`src/rtl/act_quant_pkg.sv`:
```
// act_quant_pkg: shared types and default widths for the activation quantizer.
//   act_state_e  vector-tracking FSM states (IDLE, ACTIVE)
//   ACT_IN_W     default accumulator input width
//   ACT_OUT_W    default quantized output width
//   ACT_SHIFT_W  width of the per-element right-shift amount
package act_quant_pkg;

    localparam int unsigned ACT_IN_W    = 12;
    localparam int unsigned ACT_OUT_W   = 8;
    localparam int unsigned ACT_SHIFT_W = 3;

    typedef enum logic {
        IDLE   = 1'b0,
        ACTIVE = 1'b1
    } act_state_e;

endpackage

```
`src/rtl/act_fifo.sv`:
```
// act_fifo: synchronous FIFO holding quantized activations and their last flag.
// Ports:
//   clk_i, rst_i  clock, synchronous active-high reset (empties the FIFO)
//   wr_en_i       push wr_data_i (ignored when full)
//   wr_data_i     entry to push
//   rd_en_i       pop the head (ignored when empty)
//   rd_data_o     current head entry
//   empty_o       no entries stored
//   count_o       number of stored entries (0..DEPTH)
// DEPTH must be a power of two so the pointers wrap by natural overflow.
module act_fifo #(
    parameter int unsigned WIDTH = 9,
    parameter int unsigned DEPTH = 4
) (
    input  logic                         clk_i,
    input  logic                         rst_i,
    input  logic                         wr_en_i,
    input  logic [WIDTH-1:0]             wr_data_i,
    input  logic                         rd_en_i,
    output logic [WIDTH-1:0]             rd_data_o,
    output logic                         empty_o,
    output logic [$clog2(DEPTH+1)-1:0]   count_o
);

    localparam int unsigned PTR_W = (DEPTH > 1) ? $clog2(DEPTH) : 1;
    localparam int unsigned CNT_W = $clog2(DEPTH + 1);

    logic [WIDTH-1:0] mem_q [DEPTH];
    logic [PTR_W-1:0] wr_ptr_q, wr_ptr_d;
    logic [PTR_W-1:0] rd_ptr_q, rd_ptr_d;
    logic [CNT_W-1:0] count_q, count_d;
    logic             wr_fire;
    logic             rd_fire;

    assign wr_fire = wr_en_i && (count_q != CNT_W'(DEPTH));
    assign rd_fire = rd_en_i && (count_q != CNT_W'(0));

    // Pointer and occupancy update; simultaneous push and pop keep occupancy.
    always_comb begin
        wr_ptr_d = wr_ptr_q;
        rd_ptr_d = rd_ptr_q;
        count_d  = count_q;
        if (wr_fire) begin
            wr_ptr_d = wr_ptr_q + PTR_W'(1);
        end
        if (rd_fire) begin
            rd_ptr_d = rd_ptr_q + PTR_W'(1);
        end
        case ({wr_fire, rd_fire})
            2'b10:   count_d = count_q + CNT_W'(1);
            2'b01:   count_d = count_q - CNT_W'(1);
            default: count_d = count_q;
        endcase
    end

    // Control state register.
    always_ff @(posedge clk_i) begin
        if (rst_i) begin
            wr_ptr_q <= '0;
            rd_ptr_q <= '0;
            count_q  <= '0;
        end else begin
            wr_ptr_q <= wr_ptr_d;
            rd_ptr_q <= rd_ptr_d;
            count_q  <= count_d;
        end
    end

    // Storage array; contents need no reset since occupancy gates visibility.
    always_ff @(posedge clk_i) begin
        if (wr_fire) begin
            mem_q[wr_ptr_q] <= wr_data_i;
        end
    end

    assign rd_data_o = mem_q[rd_ptr_q];
    assign empty_o   = (count_q == CNT_W'(0));
    assign count_o   = count_q;

endmodule

```
`src/rtl/act_quant.sv`:
```
// act_quant: shifts, clamps and buffers accumulator sums into OUT_W-bit
// activations with vector framing and saturation statistics.
// Ports:
//   clk, rst            clock, synchronous active-high reset
//   in_valid/in_ready   input handshake; in_data, in_last, shift sampled on transfer
//   out_valid/out_ready output handshake; out_data, out_last from FIFO head
//   sat_count           saturating count of clamped elements
//   frames_done         wrapping count of delivered vectors
//   busy                vector in progress or output FIFO not empty
// Build option: define ACT_QUANT_RELU_EN to clamp to [0, max] with negatives
// forced to zero (not counted as saturation).
module act_quant
    import act_quant_pkg::*;
#(
    parameter int unsigned IN_W  = ACT_IN_W,
    parameter int unsigned OUT_W = ACT_OUT_W,
    parameter int unsigned DEPTH = 4
) (
    input  logic                   clk,
    input  logic                   rst,
    input  logic                   in_valid,
    output logic                   in_ready,
    input  logic [IN_W-1:0]        in_data,
    input  logic                   in_last,
    input  logic [ACT_SHIFT_W-1:0] shift,
    output logic                   out_valid,
    input  logic                   out_ready,
    output logic [OUT_W-1:0]       out_data,
    output logic                   out_last,
    output logic [7:0]             sat_count,
    output logic [7:0]             frames_done,
    output logic                   busy
);

    localparam int unsigned CNT_W  = $clog2(DEPTH + 1);
    localparam int unsigned FIFO_W = OUT_W + 1;
    localparam logic signed [IN_W-1:0] Q_MAX = IN_W'((2 ** (OUT_W - 1)) - 1);
    localparam logic signed [IN_W-1:0] Q_MIN = ~Q_MAX;

    act_state_e             state_q, state_d;
    logic                   s1_valid_q, s1_valid_d;
    logic signed [IN_W-1:0] s1_data_q, s1_data_d;
    logic                   s1_last_q, s1_last_d;
    logic [7:0]             sat_q, sat_d;
    logic [7:0]             frames_q, frames_d;

    logic                   in_fire;
    logic                   out_fire;
    logic                   fifo_empty;
    logic [CNT_W-1:0]       fifo_count;
    logic [FIFO_W-1:0]      fifo_rdata;
    logic [OUT_W-1:0]       clamp_c;
    logic                   sat_c;

    // Admission counts the stage-1 element so it always finds a free slot.
    assign in_ready  = !rst && ((32'(fifo_count) + 32'(s1_valid_q)) < DEPTH);
    assign in_fire   = in_valid && in_ready;
    assign out_valid = !rst && !fifo_empty;
    assign out_fire  = out_valid && out_ready;

    // Stage 2: clamp the shifted value into the output range.
    always_comb begin
        clamp_c = s1_data_q[OUT_W-1:0];
        sat_c   = 1'b0;
`ifdef ACT_QUANT_RELU_EN
        if (s1_data_q[IN_W-1]) begin
            clamp_c = '0;
        end else if (s1_data_q > Q_MAX) begin
            clamp_c = Q_MAX[OUT_W-1:0];
            sat_c   = 1'b1;
        end
`else
        if (s1_data_q > Q_MAX) begin
            clamp_c = Q_MAX[OUT_W-1:0];
            sat_c   = 1'b1;
        end else if (s1_data_q < Q_MIN) begin
            clamp_c = Q_MIN[OUT_W-1:0];
            sat_c   = 1'b1;
        end
`endif
    end

    // Next state: stage-1 load, vector FSM and statistics counters.
    always_comb begin
        state_d    = state_q;
        s1_valid_d = in_fire;
        s1_data_d  = s1_data_q;
        s1_last_d  = s1_last_q;
        sat_d      = sat_q;
        frames_d   = frames_q;

        if (in_fire) begin
            s1_data_d = $signed(in_data) >>> shift;
            s1_last_d = in_last;
        end

        case (state_q)
            IDLE:    if (in_fire && !in_last) state_d = ACTIVE;
            ACTIVE:  if (in_fire && in_last)  state_d = IDLE;
            default: state_d = IDLE;
        endcase

        if (s1_valid_q && sat_c && (sat_q != 8'hFF)) begin
            sat_d = sat_q + 8'd1;
        end
        if (out_fire && fifo_rdata[OUT_W]) begin
            frames_d = frames_q + 8'd1;
        end
    end

    // State register.
    always_ff @(posedge clk) begin
        if (rst) begin
            state_q    <= IDLE;
            s1_valid_q <= 1'b0;
            s1_data_q  <= '0;
            s1_last_q  <= 1'b0;
            sat_q      <= '0;
            frames_q   <= '0;
        end else begin
            state_q    <= state_d;
            s1_valid_q <= s1_valid_d;
            s1_data_q  <= s1_data_d;
            s1_last_q  <= s1_last_d;
            sat_q      <= sat_d;
            frames_q   <= frames_d;
        end
    end

    act_fifo #(
        .WIDTH (FIFO_W),
        .DEPTH (DEPTH)
    ) u_fifo (
        .clk_i     (clk),
        .rst_i     (rst),
        .wr_en_i   (s1_valid_q),
        .wr_data_i ({s1_last_q, clamp_c}),
        .rd_en_i   (out_fire),
        .rd_data_o (fifo_rdata),
        .empty_o   (fifo_empty),
        .count_o   (fifo_count)
    );

    // Head outputs are forced quiet while reset is held.
    assign out_data    = rst ? '0 : fifo_rdata[OUT_W-1:0];
    assign out_last    = !rst && fifo_rdata[OUT_W];
    assign sat_count   = sat_q;
    assign frames_done = frames_q;
    assign busy        = !rst && ((state_q == ACTIVE) || !fifo_empty);

endmodule
```
`config.mk`:
```
export PLATFORM = sky130hd
export DESIGN_NAME = act_quant
export DESIGN_NICKNAME = d
export VERILOG_FILES = /design/src/rtl/act_quant_pkg.sv /design/src/rtl/act_fifo.sv /design/src/rtl/act_quant.sv
export SDC_FILE = /design/constraint.sdc
export NUM_CORES = 1
export LEC_CHECK = 0
export CORE_UTILIZATION = 37
export DETAILED_ROUTE_END_ITERATION = 10
export SLEW_MARGIN = 30
export SYNTH_ARGS = -nofsm -noshare
export SYNTH_HDL_FRONTEND = slang
export SYNTH_SLANG_ARGS = --single-unit
export TNS_END_PERCENT = 10
```
`constraint.sdc`:
```
create_clock -name clk -period 2.5 [get_ports clk]
set_input_delay 0.625 -clock clk [delete_from_list [all_inputs] [get_ports clk]]
set_output_delay 0.625 -clock clk [all_outputs]
set_load 0.005 [all_outputs]
```
==> results of run 1 <==
[cells in the final DEF, fill, tap and decap left out, types with 5 or more instances in the layout]
cell	count
nand3_1	7
nor3_1	6
clkbuf_8	9
dlygate4sd2_1	8
dfxtp_1	38
nor2_1	24
mux2i_1	6
or3_1	8
edfxtp_1	36
nand2_1	16
mux4_2	16
ha_1	7
clkdlybuf4s50_1	34
xor2_1	5
inv_1	9
buf_4	22
o21ai_0	8
o21a_1	8
a21oi_1	13
and2_1	13
[stage by stage]
step	instance area (um2)	util (%)	total power [mW]	setup TNS, ns
after floorplan	3643	-	1.685	0
after global placement	4374	46.68	1.849	-2.758
after detailed placement	4374	46.68	1.857	-2.782
after CTS	4537	48.41	2.647	-0.2348
after global routing	4589	48.97	2.764	-0.05688
final	4589	48.97	2.635	0
[layer usage]
metal  track usage, %  vias to the layer above  wire (um)
met3            3.175                        8        211
met5                0                        -          0
met4            4.794                        0         71
met1            18.91                     1199       3362
li1                 -                     1265          -
met2            22.82                       49       3250
[layout make-up]
| type | instances | area [um2] |
|---|---|---|
| Timing Repair Buffer | 73 | 710.7 |
| Clock buffer | 9 | 123.9 |
| Fill cell | 891 | 4782 |
| Inverter | 11 | 41.29 |
| Sequential cell | 76 | 1884 |
| Clock inverter | 7 | 42.54 |
| Multi-Input combinational cell | 196 | 1625 |
| Tap cell | 129 | 161.4 |
[sequential cells by signal (all words and copies together), names as in the netlist, named ones only]
name             cells
s1_valid_q           1
s1_last_q            1
s1_data_q           12
sat_count            8
frames_done          8
u_fifo.mem_q        36
u_fifo.count_o       3
u_fifo.rd_ptr_q      2
u_fifo.wr_ptr_q      2
[cell families after synthesis]
logic type                 Yosys count  synth area share, %
AOI/OAI and AO/OA                   57                10.61
xor gates and xnor gates             7                1.683
adders and majority gates            8                2.953
buffers and inverters               28                3.777
DFF                                 76                51.65
muxes                               28                15.45
and+or+nand+nor                     96                13.87
[power by group through the flow]
stage	Sequential [mW]	Clock (mW)	Combinational, mW
2_1_floorplan	1.43	0	0.259
3_3_place_gp	1.43	0	0.415
3_5_place_dp	1.44	0	0.422
4_1_cts	1.41	0.818	0.419
5_1_grt	1.42	0.874	0.474
6_report	1.41	0.797	0.428
[what timing repair did]
action | 4_1_cts | 5_1_grt
setup buffers | 0 | 5
endpoints found under the setup margin | 12 | 4
pin swaps | 0 | 3
gates resized for setup | 15 | 11
hold endpoints to repair | 0 | 0
[worst max-delay path, delay by kind of cell (launching register included)]
kind,cells,cell delay (ns)
DFF,1,0.34
buffers and inverters,3,0.47
and+or+nand+nor,1,0.16
muxes,1,0.52
[cell usage after synthesis (2+ instances only)]
master / n
edfxtp_1: 36
clkbuf_1: 6
buf_2: 4
o311ai_1: 2
inv_1: 10
nand4_1: 3
dfxtp_1: 40
mux2i_1: 6
buf_6: 3
nor2_1: 24
nand2b_1: 3
mux2_1: 2
nand3_1: 7
and3_1: 2
or3_1: 8
buf_1: 2
a21oi_1: 13
and2_1: 15
mux4_1: 8
nand2_1: 16
xnor2_1: 2
nor2b_1: 2
mux4_2: 12
o31ai_1: 4
o211ai_1: 4
xor2_1: 5
nor3_1: 6
o21a_1: 8
ha_1: 7
a311oi_1: 2
o22ai_1: 4
o21ai_0: 8
a211oi_1: 2
o21ai_1: 2
and4_1: 3
o211a_1: 2
[how the worst max path moves through the flow]
| stage | startpoint | to | cells after the start |
|---|---|---|---|
| after CTS | flip-flop | out_data[5] | 4 |
| final | flip-flop | out_data[2] | 5 |
| after global routing | flip-flop | out_data[3] | 5 |
| after global placement | rst | in_ready | 4 |
| after detailed placement | rst | in_ready | 4 |
| after floorplan | rst | u_fifo.count_o[2] | 8 |
==> impl_results.html, run 1 <==
<table>
<tr><th>Metric</th><th>Value</th></tr>
<tr><th colspan="2">Place</th></tr>
<tr><td>Post-detail-place hpwl</td><td>approximately 5000 um</td></tr>
<tr><td>Placed Instances</td><td>480</td></tr>
<tr><td>Worst setup slack before clock tree synthesis</td><td>-0.2863 ns</td></tr>
<tr><td>Number of I/O port buffers</td><td>between 40 and 50</td></tr>
<tr><td>Gpl congestion</td><td>about 0.8</td></tr>
<tr><th colspan="2">CTS</th></tr>
<tr><td>Buffers from clock root to sink, at most</td><td>2</td></tr>
<tr><td>CTS clk-pin slew, worst paths</td><td>about 0.07 ns</td></tr>
<tr><td>Count of hold buffers inserted by post-cts repair</td><td>0</td></tr>
<tr><td>H-tree lvl count</td><td>3</td></tr>
<tr><td>Root cell of the clock tree</td><td>clkbuf_8</td></tr>
<tr><td>Number of buffers inserted during clock tree synthesis</td><td>9</td></tr>
<tr><td>Clock insertion delay at the later pin of the skew report</td><td>~0.34 ns</td></tr>
<tr><td>Clock sink count</td><td>76</td></tr>
<tr><td>TritonCTS clock tree</td><td>yes</td></tr>
<tr><th colspan="2">Layout</th></tr>
<tr><td>Total number of nets in the final design</td><td>a little under 400</td></tr>
<tr><td>Filler-free cell count of the finished design</td><td>501</td></tr>
<tr><td>Number of antenna repair diodes</td><td>0</td></tr>
<tr><td>Layout-stage area growth over the synthesis result</td><td>25.96%</td></tr>
<tr><td>Layout cells sized above 1</td><td>about 18%</td></tr>
<tr><th colspan="2">Route</th></tr>
<tr><td>DR vias</td><td>about 2500</td></tr>
<tr><td>Post-DR vias/cell</td><td>around 5</td></tr>
<tr><td>Drt pass-1 iters</td><td>4</td></tr>
<tr><td>Final routed wire length divided by cell count</td><td>13.76 um</td></tr>
<tr><td>ANT nets after route</td><td>0</td></tr>
<tr><td>Drc violations</td><td>0</td></tr>
<tr><td>Routed WL</td><td>a little under 7000 um</td></tr>
<tr><td>Number of DRC violations after detailed-routing iteration 0</td><td>approximately 100</td></tr>
<tr><th colspan="2">Yosys</th></tr>
<tr><td>Synthesis warning total</td><td>0</td></tr>
<tr><td>Top post-synthesis cells by area</td><td>edfxtp_1 30%, dfxtp_1 22%, mux4_2 7.4%</td></tr>
<tr><td>Yosys cell types</td><td>53</td></tr>
<tr><td>Post-synthesis async set-or-reset flop share</td><td>0%</td></tr>
<tr><td>Flip-flop cell with the highest count after synthesis</td><td>dfxtp_1</td></tr>
<tr><td>Sequential element share of the synthesized area</td><td>approximately 52%</td></tr>
<tr><td>Cells after synthesis</td><td>300</td></tr>
<tr><td>Average cell area after synthesis</td><td>roughly 12 um2</td></tr>
<tr><td>Number of flops mapped to enable cells by yosys</td><td>36</td></tr>
<tr><td>Net Count, Synth</td><td>about 330</td></tr>
<tr><td>Synthesis-stage register bit count</td><td>between 70 and 80</td></tr>
<tr><td>Netlist Area Pre-Place</td><td>roughly 0.0036 mm2</td></tr>
<tr><td>Share of the synthesized area in the top cell type</td><td>about 30%</td></tr>
<tr><td>Post-synthesis cell type with the largest combined area</td><td>edfxtp_1</td></tr>
<tr><th colspan="2">Die</th></tr>
<tr><td>Initial core utilization</td><td>between 30% and 40%</td></tr>
<tr><td>Total number of placement rows</td><td>35</td></tr>
<tr><td>Die Span Y</td><td>approximately 100 um</td></tr>
<tr><td>Number of primary I/O pins</td><td>between 40 and 50</td></tr>
<tr><td>Total die area</td><td>roughly 0.01 mm2</td></tr>
<tr><td>Die width</td><td>a little over 100 um</td></tr>
<tr><td>Core footprint</td><td>about 0.0094 mm2</td></tr>
<tr><th colspan="2">Power and ir drop</th></tr>
<tr><td>LEAKAGE</td><td>1.690 nW</td></tr>
<tr><td>Switching power</td><td>673.7 uW</td></tr>
<tr><td>Worst ir drop on vdd</td><td>slightly below 0.3 mV</td></tr>
<tr><td>Fraction of power consumed by the clock network</td><td>between 30% and 40%</td></tr>
<tr><td>Power Dens Cells</td><td>between 500 and 600 mW/mm2</td></tr>
<tr><td>Cell internal pwr</td><td>just under 2 mW</td></tr>
<tr><td>Portion of total power attributed to combinational logic</td><td>between 10% and 20%</td></tr>
<tr><td>Switching power share of the total</td><td>between 20% and 30%</td></tr>
<tr><td>Share of total power in sequential cells</td><td>between 50% and 60%</td></tr>
<tr><th colspan="2">Hold path</th></tr>
<tr><td>HP Class</td><td>flip-flop to flip-flop</td></tr>
<tr><td>Worst min-delay path endpoint</td><td>s1_data_q[6]</td></tr>
<tr><td>Instance count along the most critical hold path</td><td>2</td></tr>
<tr><td>Startpoint of the lowest-slack hold path</td><td>s1_data_q[6]</td></tr>
<tr><th colspan="2">Timing</th></tr>
<tr><td>Hold violation count in the final report</td><td>0</td></tr>
<tr><td>Maximum operating frequency</td><td>slightly above 400 MHz</td></tr>
<tr><td>Final setup viols</td><td>0</td></tr>
<tr><td>Worst slew slack as a fraction of its limit</td><td>~68%</td></tr>
<tr><td>Minimum hold slack</td><td>0.4604 ns</td></tr>
<tr><td>Post-route clock period utilization</td><td>97.95%</td></tr>
<tr><td>Slack of the critical path</td><td>0.05124 ns</td></tr>
<tr><td>Actual slew at the worst max-slew pin</td><td>between 0.4 and 0.5 ns</td></tr>
<tr><td>Setup repair after global routing missed its margin</td><td>true</td></tr>
<tr><td>Minimum clock period</td><td>2.449 ns</td></tr>
<tr><td>Total count of max-transition violations in the final report</td><td>0</td></tr>
<tr><td>Setup skew after layout</td><td>between 0.01 and 0.015 ns</td></tr>
<tr><th colspan="2">Setup path</th></tr>
<tr><td>Arrival time of the worst setup path</td><td>1.82 ns</td></tr>
<tr><td>CP Max Fanout</td><td>7</td></tr>
<tr><td>Launch point of the worst reg-to-reg path</td><td>u_fifo.count_o[2]</td></tr>
<tr><td>Capture instance of the worst register-to-register path</td><td>u_fifo.count_o[2]</td></tr>
<tr><td>Crit path largest cell delay</td><td>between 0.5 and 0.6 ns</td></tr>
<tr><td>R2R setup slack</td><td>between 0.4 and 0.5 ns</td></tr>
<tr><td>Depth of the most critical reg-to-reg path</td><td>8</td></tr>
<tr><td>Worst setup path class</td><td>flip-flop to primary output</td></tr>
<tr><td>Setup crit start kind</td><td>flip-flop</td></tr>
<tr><td>Element type at the critical path end</td><td>primary output</td></tr>
<tr><td>Critical path data required time</td><td>about 1.9 ns</td></tr>
<tr><td>Slowest cell on the critical path</td><td>mux4_1</td></tr>
<tr><td>Cells traversed along the worst timing path</td><td>buf_12 -&gt; buf_8 -&gt; mux4_1 -&gt; and2_1 -&gt; dlygate4sd2_1</td></tr>
<tr><th colspan="2">Global route</th></tr>
<tr><td>Initial antenna violation count</td><td>0</td></tr>
<tr><td>Global route total overflow</td><td>0</td></tr>
<tr><td>Vias in the first global route</td><td>2410</td></tr>
<tr><td>GRT Overall Usage</td><td>14.16%</td></tr>
<tr><td>Maximum number of pins on one net before global-route repair</td><td>31</td></tr>
<tr><td>Wire length of the first global-routing pass</td><td>~11000 um</td></tr>
<tr><th colspan="2">Flow run</th></tr>
<tr><td>Maximum capacitance violations</td><td>0</td></tr>
<tr><th colspan="2">Status</th></tr>
<tr><td>Result of the run</td><td>complete, no violations</td></tr>
</table>
No activity file was read; power rests on OpenSTA's default activity.
==> inputs of run 2 (changes only) <==
- SLEW_MARGIN: 30 -> not set
- clock period: 2.5 -> 3 ns (I/O delays scaled with it)
==> run 2 against run 1 <==
  * Clock-buffer cell count increased by 1
  * Global-route usage rose by 0.52 points
  * First-iteration DRC count shrank 3.1%
  * Clock skew rose by 0.0012 ns
  * Worst hold slack improved by 0.0028 ns
  * Critical path type unchanged
==> impl_results.html, run 2 (same netlist as run 1, synthesis figures left out) <==
<table>
<tr><th>Metric</th><th>Value</th></tr>
<tr><th colspan="2">CTS</th></tr>
<tr><td>CTS clk-pin slew, worst paths</td><td>0.08 ns (was 0.07 ns)</td></tr>
<tr><td>TritonCTS clock tree</td><td>yes (unchanged)</td></tr>
<tr><td>H-tree lvl count</td><td>3 (unchanged)</td></tr>
<tr><td>Buffers from clock root to sink, at most</td><td>2 (unchanged)</td></tr>
<tr><td>Root cell of the clock tree</td><td>clkbuf_8 (unchanged)</td></tr>
<tr><td>Count of hold buffers inserted by post-cts repair</td><td>0 (unchanged)</td></tr>
<tr><td>Number of buffers inserted during clock tree synthesis</td><td>9 (unchanged)</td></tr>
<tr><td>Clock insertion delay at the later pin of the skew report</td><td>0.35 ns (was 0.34 ns)</td></tr>
<tr><td>Clock sink count</td><td>76 (unchanged)</td></tr>
<tr><th colspan="2">Setup path</th></tr>
<tr><td>Critical path capture point</td><td>out_data[1] (was out_data[2])</td></tr>
<tr><td>R2R setup slack</td><td>0.92 ns (was 0.46 ns)</td></tr>
<tr><td>Critical path data required time</td><td>2.25 ns (was 1.88 ns)</td></tr>
<tr><td>Element type at the critical path end</td><td>primary output (unchanged)</td></tr>
<tr><td>Buffers plus inverters on the worst setup path</td><td>2 (was 3)</td></tr>
<tr><td>Arrival time of the worst setup path</td><td>2.05 ns (was 1.82 ns)</td></tr>
<tr><td>Depth of the most critical reg-to-reg path</td><td>8 (unchanged)</td></tr>
<tr><td>Slowest cell on the critical path</td><td>mux4_1 (unchanged)</td></tr>
<tr><td>Capture instance of the worst register-to-register path</td><td>u_fifo.count_o[2] (unchanged)</td></tr>
<tr><td>Setup crit start kind</td><td>flip-flop (unchanged)</td></tr>
<tr><td>Launch point of the worst reg-to-reg path</td><td>u_fifo.count_o[0] (was u_fifo.count_o[2])</td></tr>
<tr><td>Worst setup path class</td><td>flip-flop to primary output (unchanged)</td></tr>
<tr><td>Crit path largest cell delay</td><td>0.59 ns (was 0.52 ns)</td></tr>
<tr><td>Instance count on the critical path</td><td>4 (was 5)</td></tr>
<tr><td>Largest delay share family, worst path</td><td>buffers and inverters (was multiplexers)</td></tr>
<tr><td>CP Max Fanout</td><td>9 (was 7)</td></tr>
<tr><td>Cells traversed along the worst timing path</td><td>buf_4 -&gt; mux4_1 -&gt; and2_1 -&gt; clkdlybuf4s50_1 (was buf_12 -&gt; buf_8 -&gt; mux4_1 -&gt; and2_1 -&gt; dlygate4sd2_1)</td></tr>
<tr><th colspan="2">Timing</th></tr>
<tr><td>Setup skew after layout</td><td>0.01187 ns (was 0.01063 ns)</td></tr>
<tr><td>Final setup viols</td><td>0 (unchanged)</td></tr>
<tr><td>Hold violation count in the final report</td><td>0 (unchanged)</td></tr>
<tr><td>Post-route clock period utilization</td><td>approximately 93%</td></tr>
<tr><td>Worst slew slack as a fraction of its limit</td><td>68.43% (was 68.24%)</td></tr>
<tr><td>Minimum hold slack</td><td>0.4632 ns (was 0.4604 ns)</td></tr>
<tr><td>Actual slew at the worst max-slew pin</td><td>0.4718 ns (was 0.4764 ns)</td></tr>
<tr><td>Total count of max-transition violations in the final report</td><td>0 (unchanged)</td></tr>
<tr><td>Setup repair after global routing missed its margin</td><td>false (was true)</td></tr>
<tr><td>Minimum clock period</td><td>around 2.8 ns</td></tr>
<tr><td>Maximum operating frequency</td><td>approximately 360 MHz</td></tr>
<tr><td>Summed negative setup slack over all endpoints</td><td>0 ns (unchanged)</td></tr>
<tr><th colspan="2">Status</th></tr>
<tr><td>Result of the run</td><td>complete, no violations (unchanged)</td></tr>
<tr><th colspan="2">Route</th></tr>
<tr><td>Number of DRC violations after detailed-routing iteration 0</td><td>95 (was 98)</td></tr>
<tr><td>Drt pass-1 iters</td><td>4 (unchanged)</td></tr>
<tr><td>Post-DR vias/cell</td><td>5.128 (was 5.032)</td></tr>
<tr><td>Drc violations</td><td>0 (unchanged)</td></tr>
<tr><td>ANT nets after route</td><td>0 (unchanged)</td></tr>
<tr><td>Routed WL</td><td>6822 um (was 6896 um)</td></tr>
<tr><td>DR vias</td><td>2482 (was 2521)</td></tr>
<tr><td>Final routed wire length divided by cell count</td><td>14.10 um (was 13.76 um)</td></tr>
<tr><th colspan="2">Die</th></tr>
<tr><td>Die Span Y</td><td>101.2 um (unchanged)</td></tr>
<tr><td>Total die area</td><td>0.01025 mm2 (unchanged)</td></tr>
<tr><td>Die width</td><td>101.2 um (unchanged)</td></tr>
<tr><td>Core footprint</td><td>0.009371 mm2 (unchanged)</td></tr>
<tr><td>Total number of placement rows</td><td>35 (unchanged)</td></tr>
<tr><td>Number of primary I/O pins</td><td>48 (unchanged)</td></tr>
<tr><td>Initial core utilization</td><td>38.88% (unchanged)</td></tr>
<tr><th colspan="2">Place</th></tr>
<tr><td>Post-detail-place hpwl</td><td>4862 um (was 4967 um)</td></tr>
<tr><td>Placed Instances</td><td>468 (was 480)</td></tr>
<tr><td>DP Area</td><td>0.004259 mm2 (was 0.004374 mm2)</td></tr>
<tr><td>Number of I/O port buffers</td><td>47 (unchanged)</td></tr>
<tr><td>Gpl congestion</td><td>0.7923 (was 0.7826)</td></tr>
<tr><th colspan="2">Layout</th></tr>
<tr><td>Number of fill cells</td><td>882 (was 891)</td></tr>
<tr><td>Commonest cells after routing, fill and taps aside</td><td>46 x clkdlybuf4s50_1, 40 x dfxtp_1, 36 x edfxtp_1 (was 38 x dfxtp_1, 36 x edfxtp_1, 34 x clkdlybuf4s50_1)</td></tr>
<tr><td>Layout cells sized above 1</td><td>11.27% (was 18.28%)</td></tr>
<tr><td>Total number of nets in the final design</td><td>378 (was 395)</td></tr>
<tr><td>Top flop regs</td><td>u_fifo.mem_q x36, s1_data_q x12 (unchanged)</td></tr>
<tr><td>Number of flip-flops in the largest register</td><td>36 (unchanged)</td></tr>
<tr><td>Register containing the most flip-flops in the final layout</td><td>u_fifo.mem_q (unchanged)</td></tr>
<tr><td>Filler-free cell count of the finished design</td><td>484 (was 501)</td></tr>
<tr><td>Number of antenna repair diodes</td><td>0 (unchanged)</td></tr>
<tr><td>Layout-stage area growth over the synthesis result</td><td>22.63% (was 25.96%)</td></tr>
<tr><td>Commonest non-fill, non-tap cell in the layout</td><td>clkdlybuf4s50_1 (was dfxtp_1)</td></tr>
<tr><td>Final cell area excluding filler cells</td><td>0.004468 mm2 (was 0.004589 mm2)</td></tr>
<tr><th colspan="2">Flow run</th></tr>
<tr><td>Maximum capacitance violations</td><td>0 (unchanged)</td></tr>
<tr><th colspan="2">Power and ir drop</th></tr>
<tr><td>LEAKAGE</td><td>1.543 nW (was 1.690 nW)</td></tr>
<tr><td>Overall power consumption</td><td>2.315 mW (was 2.635 mW)</td></tr>
<tr><td>Worst ir drop on vdd</td><td>0.2369 mV (was 0.2928 mV)</td></tr>
<tr><td>Power Dens Cells</td><td>518.0 mW/mm2 (was 574.1 mW/mm2)</td></tr>
<tr><th colspan="2">Hold path</th></tr>
<tr><td>Instance count along the most critical hold path</td><td>2 (unchanged)</td></tr>
<tr><td>HP Class</td><td>flip-flop to flip-flop (unchanged)</td></tr>
<tr><th colspan="2">Global route</th></tr>
<tr><td>Maximum number of pins on one net before global-route repair</td><td>31 (unchanged)</td></tr>
<tr><td>Initial antenna violation count</td><td>0 (unchanged)</td></tr>
<tr><td>Global route total overflow</td><td>0 (unchanged)</td></tr>
<tr><td>Vias in the first global route</td><td>2425 (was 2410)</td></tr>
<tr><td>Wire length of the first global-routing pass</td><td>11610 um (was 11280 um)</td></tr>
<tr><td>GRT Overall Usage</td><td>14.68% (was 14.16%)</td></tr>
</table>
## run 2: what timing repair did
action                     CTS  global route
resized for setup            0             1
setup endpoints to repair    0             4
buffers inserted             0             0
## run 2: final cells by class
type | instances | area (um2) | area share (%)
repair buffers | 56 | 553.0 | 12.38
flip-flops and latches | 76 | 1882 | 42.12
inverters | 11 | 41.29 | 0.9241
multi-input cells | 196 | 1624 | 36.35
clock buffers | 10 | 127.6 | 2.856
clock inverters | 6 | 78.83 | 1.764
well taps | 129 | 161.4 | 3.612
## run 2: worst reg2reg max path, delay by kind of cell, from the launching register on
family / cells / cell delay [ns]
AOI/OAI and AO/OA: 1 / 0.14
xor gates and xnor gates: 1 / 0.16
adders and majority gates: 2 / 0.57
buffers and inverters: 1 / 0.06
DFF: 1 / 0.42
and+or+nand+nor: 3 / 0.67
## run 2: worst min-delay path by stage
stage                       from            to  slack [ns]
floorplan              flip-flop     flip-flop        0.44
global placement    s1_data_q[6]  s1_data_q[6]        0.45
detailed placement  s1_data_q[6]  s1_data_q[6]        0.46
CTS                 s1_data_q[6]  s1_data_q[6]        0.47
global route        s1_data_q[6]  s1_data_q[6]        0.49
finish              s1_data_q[6]  s1_data_q[6]        0.46
## run 2: through the flow
stage	worst slack, ns	util, %
finish	0.1969	47.68
global route	0.09316	47.68
CTS	0.006285	47.65
detailed placement	0.001307	45.45
global placement	0.002921	45.45
floorplan	0.6260	-
## run 2: layer usage
metal / vias up / wire length [um] / global-route usage [%]
li1: 1245 / - / -
met2: 51 / 3339 / 23.65
met5: - / 0 / 0
met3: 8 / 205 / 2.553
met4: 0 / 111 / 7.023
met1: 1178 / 3165 / 19.25
## run 2: report_power, final
group	switching [mW]	leakage [nW]	total, mW	internal, mW
clock	0.353	0.0990	0.813	0.460
sequential	0.0277	0.657	1.17	1.15
combinational	0.157	0.786	0.328	0.172
==> inputs of run 3 (changes only) <==
- MAX_ROUTING_LAYER: not set -> met4
==> run 3 against run 2 <==
  * Final cell count unchanged
  * Wire length is 0.35% higher
  * Utilization unchanged
  * Clock-buffer cell count unchanged
  * Sequential share of layout area unchanged
  * Via count is the same
  * Power hardly changed
  * First-iteration DRC count is 5.3% lower
  * Critical endpoint unchanged
  * Largest cell class unchanged
  * Largest power group unchanged
  * Highest routed layer unchanged
==> impl_results.html, run 3 (same netlist as run 1, synthesis figures left out) <==
<table>
<tr><th>Metric</th><th>Value</th></tr>
<tr><th colspan="2">Timing</th></tr>
<tr><td>Final setup viols</td><td>0 (unchanged)</td></tr>
<tr><td>Setup skew after layout</td><td>0.01528 ns (was 0.01187 ns)</td></tr>
<tr><td>Summed negative setup slack over all endpoints</td><td>0 ns (unchanged)</td></tr>
<tr><td>Post-route clock period utilization</td><td>93.38% (was 93.44%)</td></tr>
<tr><td>Maximum operating frequency</td><td>357.0 MHz (was 356.7 MHz)</td></tr>
<tr><td>Minimum clock period</td><td>2.801 ns (was 2.803 ns)</td></tr>
<tr><td>Hold violation count in the final report</td><td>0 (unchanged)</td></tr>
<tr><td>Minimum hold slack</td><td>0.4625 ns (was 0.4632 ns)</td></tr>
<tr><td>Actual slew at the worst max-slew pin</td><td>0.4693 ns (was 0.4718 ns)</td></tr>
<tr><td>Worst slew slack as a fraction of its limit</td><td>68.60% (was 68.43%)</td></tr>
<tr><td>Total count of max-transition violations in the final report</td><td>0 (unchanged)</td></tr>
<tr><td>Setup repair after global routing missed its margin</td><td>false (unchanged)</td></tr>
<tr><th colspan="2">Layout</th></tr>
<tr><td>End-of-flow core utilization</td><td>47.68% (unchanged)</td></tr>
<tr><td>Register containing the most flip-flops in the final layout</td><td>u_fifo.mem_q (unchanged)</td></tr>
<tr><td>Commonest cells after routing, fill and taps aside</td><td>46 x clkdlybuf4s50_1, 40 x dfxtp_1, 36 x edfxtp_1 (unchanged)</td></tr>
<tr><td>Number of flip-flops in the largest register</td><td>36 (unchanged)</td></tr>
<tr><td>Layout-stage area growth over the synthesis result</td><td>22.63% (unchanged)</td></tr>
<tr><td>Final cell area excluding filler cells</td><td>0.004468 mm2 (unchanged)</td></tr>
<tr><td>Commonest non-fill, non-tap cell in the layout</td><td>clkdlybuf4s50_1 (unchanged)</td></tr>
<tr><td>Layout cells sized above 1</td><td>11.27% (unchanged)</td></tr>
<tr><td>Total number of nets in the final design</td><td>378 (unchanged)</td></tr>
<tr><td>Number of fill cells</td><td>882 (unchanged)</td></tr>
<tr><td>Number of antenna repair diodes</td><td>0 (unchanged)</td></tr>
<tr><td>Top flop regs</td><td>u_fifo.mem_q x36, s1_data_q x12 (unchanged)</td></tr>
<tr><th colspan="2">Setup path</th></tr>
<tr><td>Critical path data required time</td><td>2.25 ns (about the same)</td></tr>
<tr><td>CP Max Fanout</td><td>9 (unchanged)</td></tr>
<tr><td>R2R setup slack</td><td>0.91 ns (was 0.92 ns)</td></tr>
<tr><td>Depth of the most critical reg-to-reg path</td><td>8 (unchanged)</td></tr>
<tr><td>Arrival time of the worst setup path</td><td>2.05 ns (about the same)</td></tr>
<tr><td>Capture instance of the worst register-to-register path</td><td>u_fifo.count_o[2] (unchanged)</td></tr>
<tr><td>Worst setup path class</td><td>flip-flop to primary output (unchanged)</td></tr>
<tr><td>Setup crit start kind</td><td>flip-flop (unchanged)</td></tr>
<tr><td>Element type at the critical path end</td><td>primary output (unchanged)</td></tr>
<tr><td>Launch point of the worst reg-to-reg path</td><td>u_fifo.count_o[0] (unchanged)</td></tr>
<tr><th colspan="2">Hold path</th></tr>
<tr><td>HP Class</td><td>flip-flop to flip-flop (unchanged)</td></tr>
<tr><td>Instance count along the most critical hold path</td><td>2 (unchanged)</td></tr>
<tr><td>Startpoint of the lowest-slack hold path</td><td>s1_data_q[6] (unchanged)</td></tr>
<tr><td>Worst min-delay path endpoint</td><td>s1_data_q[6] (unchanged)</td></tr>
<tr><th colspan="2">Route</th></tr>
<tr><td>Final routed wire length divided by cell count</td><td>14.14 um (was 14.10 um)</td></tr>
<tr><td>Drc violations</td><td>0 (unchanged)</td></tr>
<tr><td>Drt pass-1 iters</td><td>4 (unchanged)</td></tr>
<tr><td>DR vias</td><td>2482 (unchanged)</td></tr>
<tr><td>Routed WL</td><td>6846 um (was 6822 um)</td></tr>
<tr><td>Number of DRC violations after detailed-routing iteration 0</td><td>90 (was 95)</td></tr>
<tr><td>ANT nets after route</td><td>0 (unchanged)</td></tr>
<tr><td>Post-DR vias/cell</td><td>5.128 (unchanged)</td></tr>
<tr><th colspan="2">Power and ir drop</th></tr>
<tr><td>Power Dens Cells</td><td>518.3 mW/mm2 (was 518.0 mW/mm2)</td></tr>
<tr><td>LEAKAGE</td><td>1.543 nW (unchanged)</td></tr>
<tr><td>Worst ir drop on vdd</td><td>0.2362 mV (was 0.2369 mV)</td></tr>
<tr><th colspan="2">CTS</th></tr>
<tr><td>Count of hold buffers inserted by post-cts repair</td><td>0 (unchanged)</td></tr>
<tr><td>CTS clk-pin slew, worst paths</td><td>0.08 ns (about the same)</td></tr>
<tr><td>Clock sink count</td><td>76 (unchanged)</td></tr>
<tr><td>Root cell of the clock tree</td><td>clkbuf_8 (unchanged)</td></tr>
<tr><td>TritonCTS clock tree</td><td>yes (unchanged)</td></tr>
<tr><td>Buffers from clock root to sink, at most</td><td>2 (unchanged)</td></tr>
<tr><td>Number of buffers inserted during clock tree synthesis</td><td>9 (unchanged)</td></tr>
<tr><td>Clock insertion delay at the later pin of the skew report</td><td>0.35 ns (about the same)</td></tr>
<tr><td>H-tree lvl count</td><td>3 (unchanged)</td></tr>
<tr><th colspan="2">Global route</th></tr>
<tr><td>Initial antenna violation count</td><td>0 (unchanged)</td></tr>
<tr><td>Vias in the first global route</td><td>2429 (was 2425)</td></tr>
<tr><td>Global route total overflow</td><td>0 (unchanged)</td></tr>
<tr><td>Maximum number of pins on one net before global-route repair</td><td>31 (unchanged)</td></tr>
<tr><td>Wire length of the first global-routing pass</td><td>11590 um (was 11610 um)</td></tr>
<tr><td>GRT Overall Usage</td><td>15.10% (was 14.68%)</td></tr>
<tr><th colspan="2">Die</th></tr>
<tr><td>Die width</td><td>101.2 um (unchanged)</td></tr>
<tr><td>Number of primary I/O pins</td><td>48 (unchanged)</td></tr>
<tr><td>Die Span Y</td><td>101.2 um (unchanged)</td></tr>
<tr><td>Core footprint</td><td>0.009371 mm2 (unchanged)</td></tr>
<tr><td>Initial core utilization</td><td>38.88% (unchanged)</td></tr>
<tr><td>Total die area</td><td>0.01025 mm2 (unchanged)</td></tr>
<tr><td>Total number of placement rows</td><td>35 (unchanged)</td></tr>
<tr><th colspan="2">Place</th></tr>
<tr><td>Number of I/O port buffers</td><td>47 (unchanged)</td></tr>
<tr><td>Gpl congestion</td><td>0.8036 (was 0.7923)</td></tr>
<tr><td>DP Area</td><td>0.004259 mm2 (unchanged)</td></tr>
<tr><td>Post-detail-place hpwl</td><td>4862 um (unchanged)</td></tr>
<tr><th colspan="2">Status</th></tr>
<tr><td>Result of the run</td><td>complete, no violations (unchanged)</td></tr>
<tr><th colspan="2">Flow run</th></tr>
<tr><td>Maximum capacitance violations</td><td>0 (unchanged)</td></tr>
</table>
## run 3: cell counts in the layout (fill, tap and decap cells not counted)
Identical to the previous run, type by type.
## run 3: timing repair
item                       in CTS  in global routing
setup endpoints to repair       0                  4
setup buffers                   0                  0
gates resized for setup         0                  1
## run 3: final cells by class
class / instances / area, um2 / area share (%)
inverter: 11 / 41.29 / 0.9241
sequential: 76 / 1882 / 42.12
clock buffer: 10 / 127.6 / 2.856
tap: 129 / 161.4 / 3.612
multi-input combinational: 196 / 1624 / 36.35
clock inverter: 6 / 78.83 / 1.764
timing repair buffer: 56 / 553.0 / 12.38
## run 3: worst max-delay path, stage by stage (launching register included)
cell             delay, ns
dfxtp_1               0.32
buf_4                 0.19
mux4_1                0.59
and2_1                0.17
clkdlybuf4s50_1       0.43
## run 3: how the worst max path moves through the flow
stage | endpoint | slack, ns | from
5_1_grt | out_data[1] | 0.1 | flip-flop
4_1_cts | in_ready | 0.006 | rst
6_report | out_data[1] | 0.20 | flip-flop
3_3_place_gp | in_ready | 0.003 | rst
2_1_floorplan | u_fifo.count_o[2] | 0.63 | rst
3_5_place_dp | u_fifo.count_o[2] | 0.001 | rst
## run 3: per-layer routing
| layer | share of wire [%] | vias up | global-route usage [%] |
|---|---|---|---|
| met5 | 0 | - | - |
| met4 | 1.6 | 0 | 7.023 |
| met3 | 2.5 | 9 | 2.277 |
| met2 | 49 | 48 | 23.60 |
| met1 | 47 | 1181 | 19.34 |
| li1 | - | 1244 | - |
## run 3: power breakdown
part | switching [mW] | total [mW] | internal (mW)
Sequential | 0.0277 | 1.17 | 1.15
Combinational | 0.157 | 0.329 | 0.172
Clock | 0.354 | 0.814 | 0.460
Total | 0.538 | 2.32 | 1.78
## run 3: through the flow
stage | power, mW | setup slack [ns] | instances
2_1_floorplan | 1.404 | 0.6260 | 300
3_3_place_gp | 1.522 | 0.002921 | 468
5_1_grt | 2.429 | 0.09581 | 484
3_5_place_dp | 1.527 | 0.001307 | 468
6_report | 2.316 | 0.1986 | 484
4_1_cts | 2.342 | 0.006285 | 484
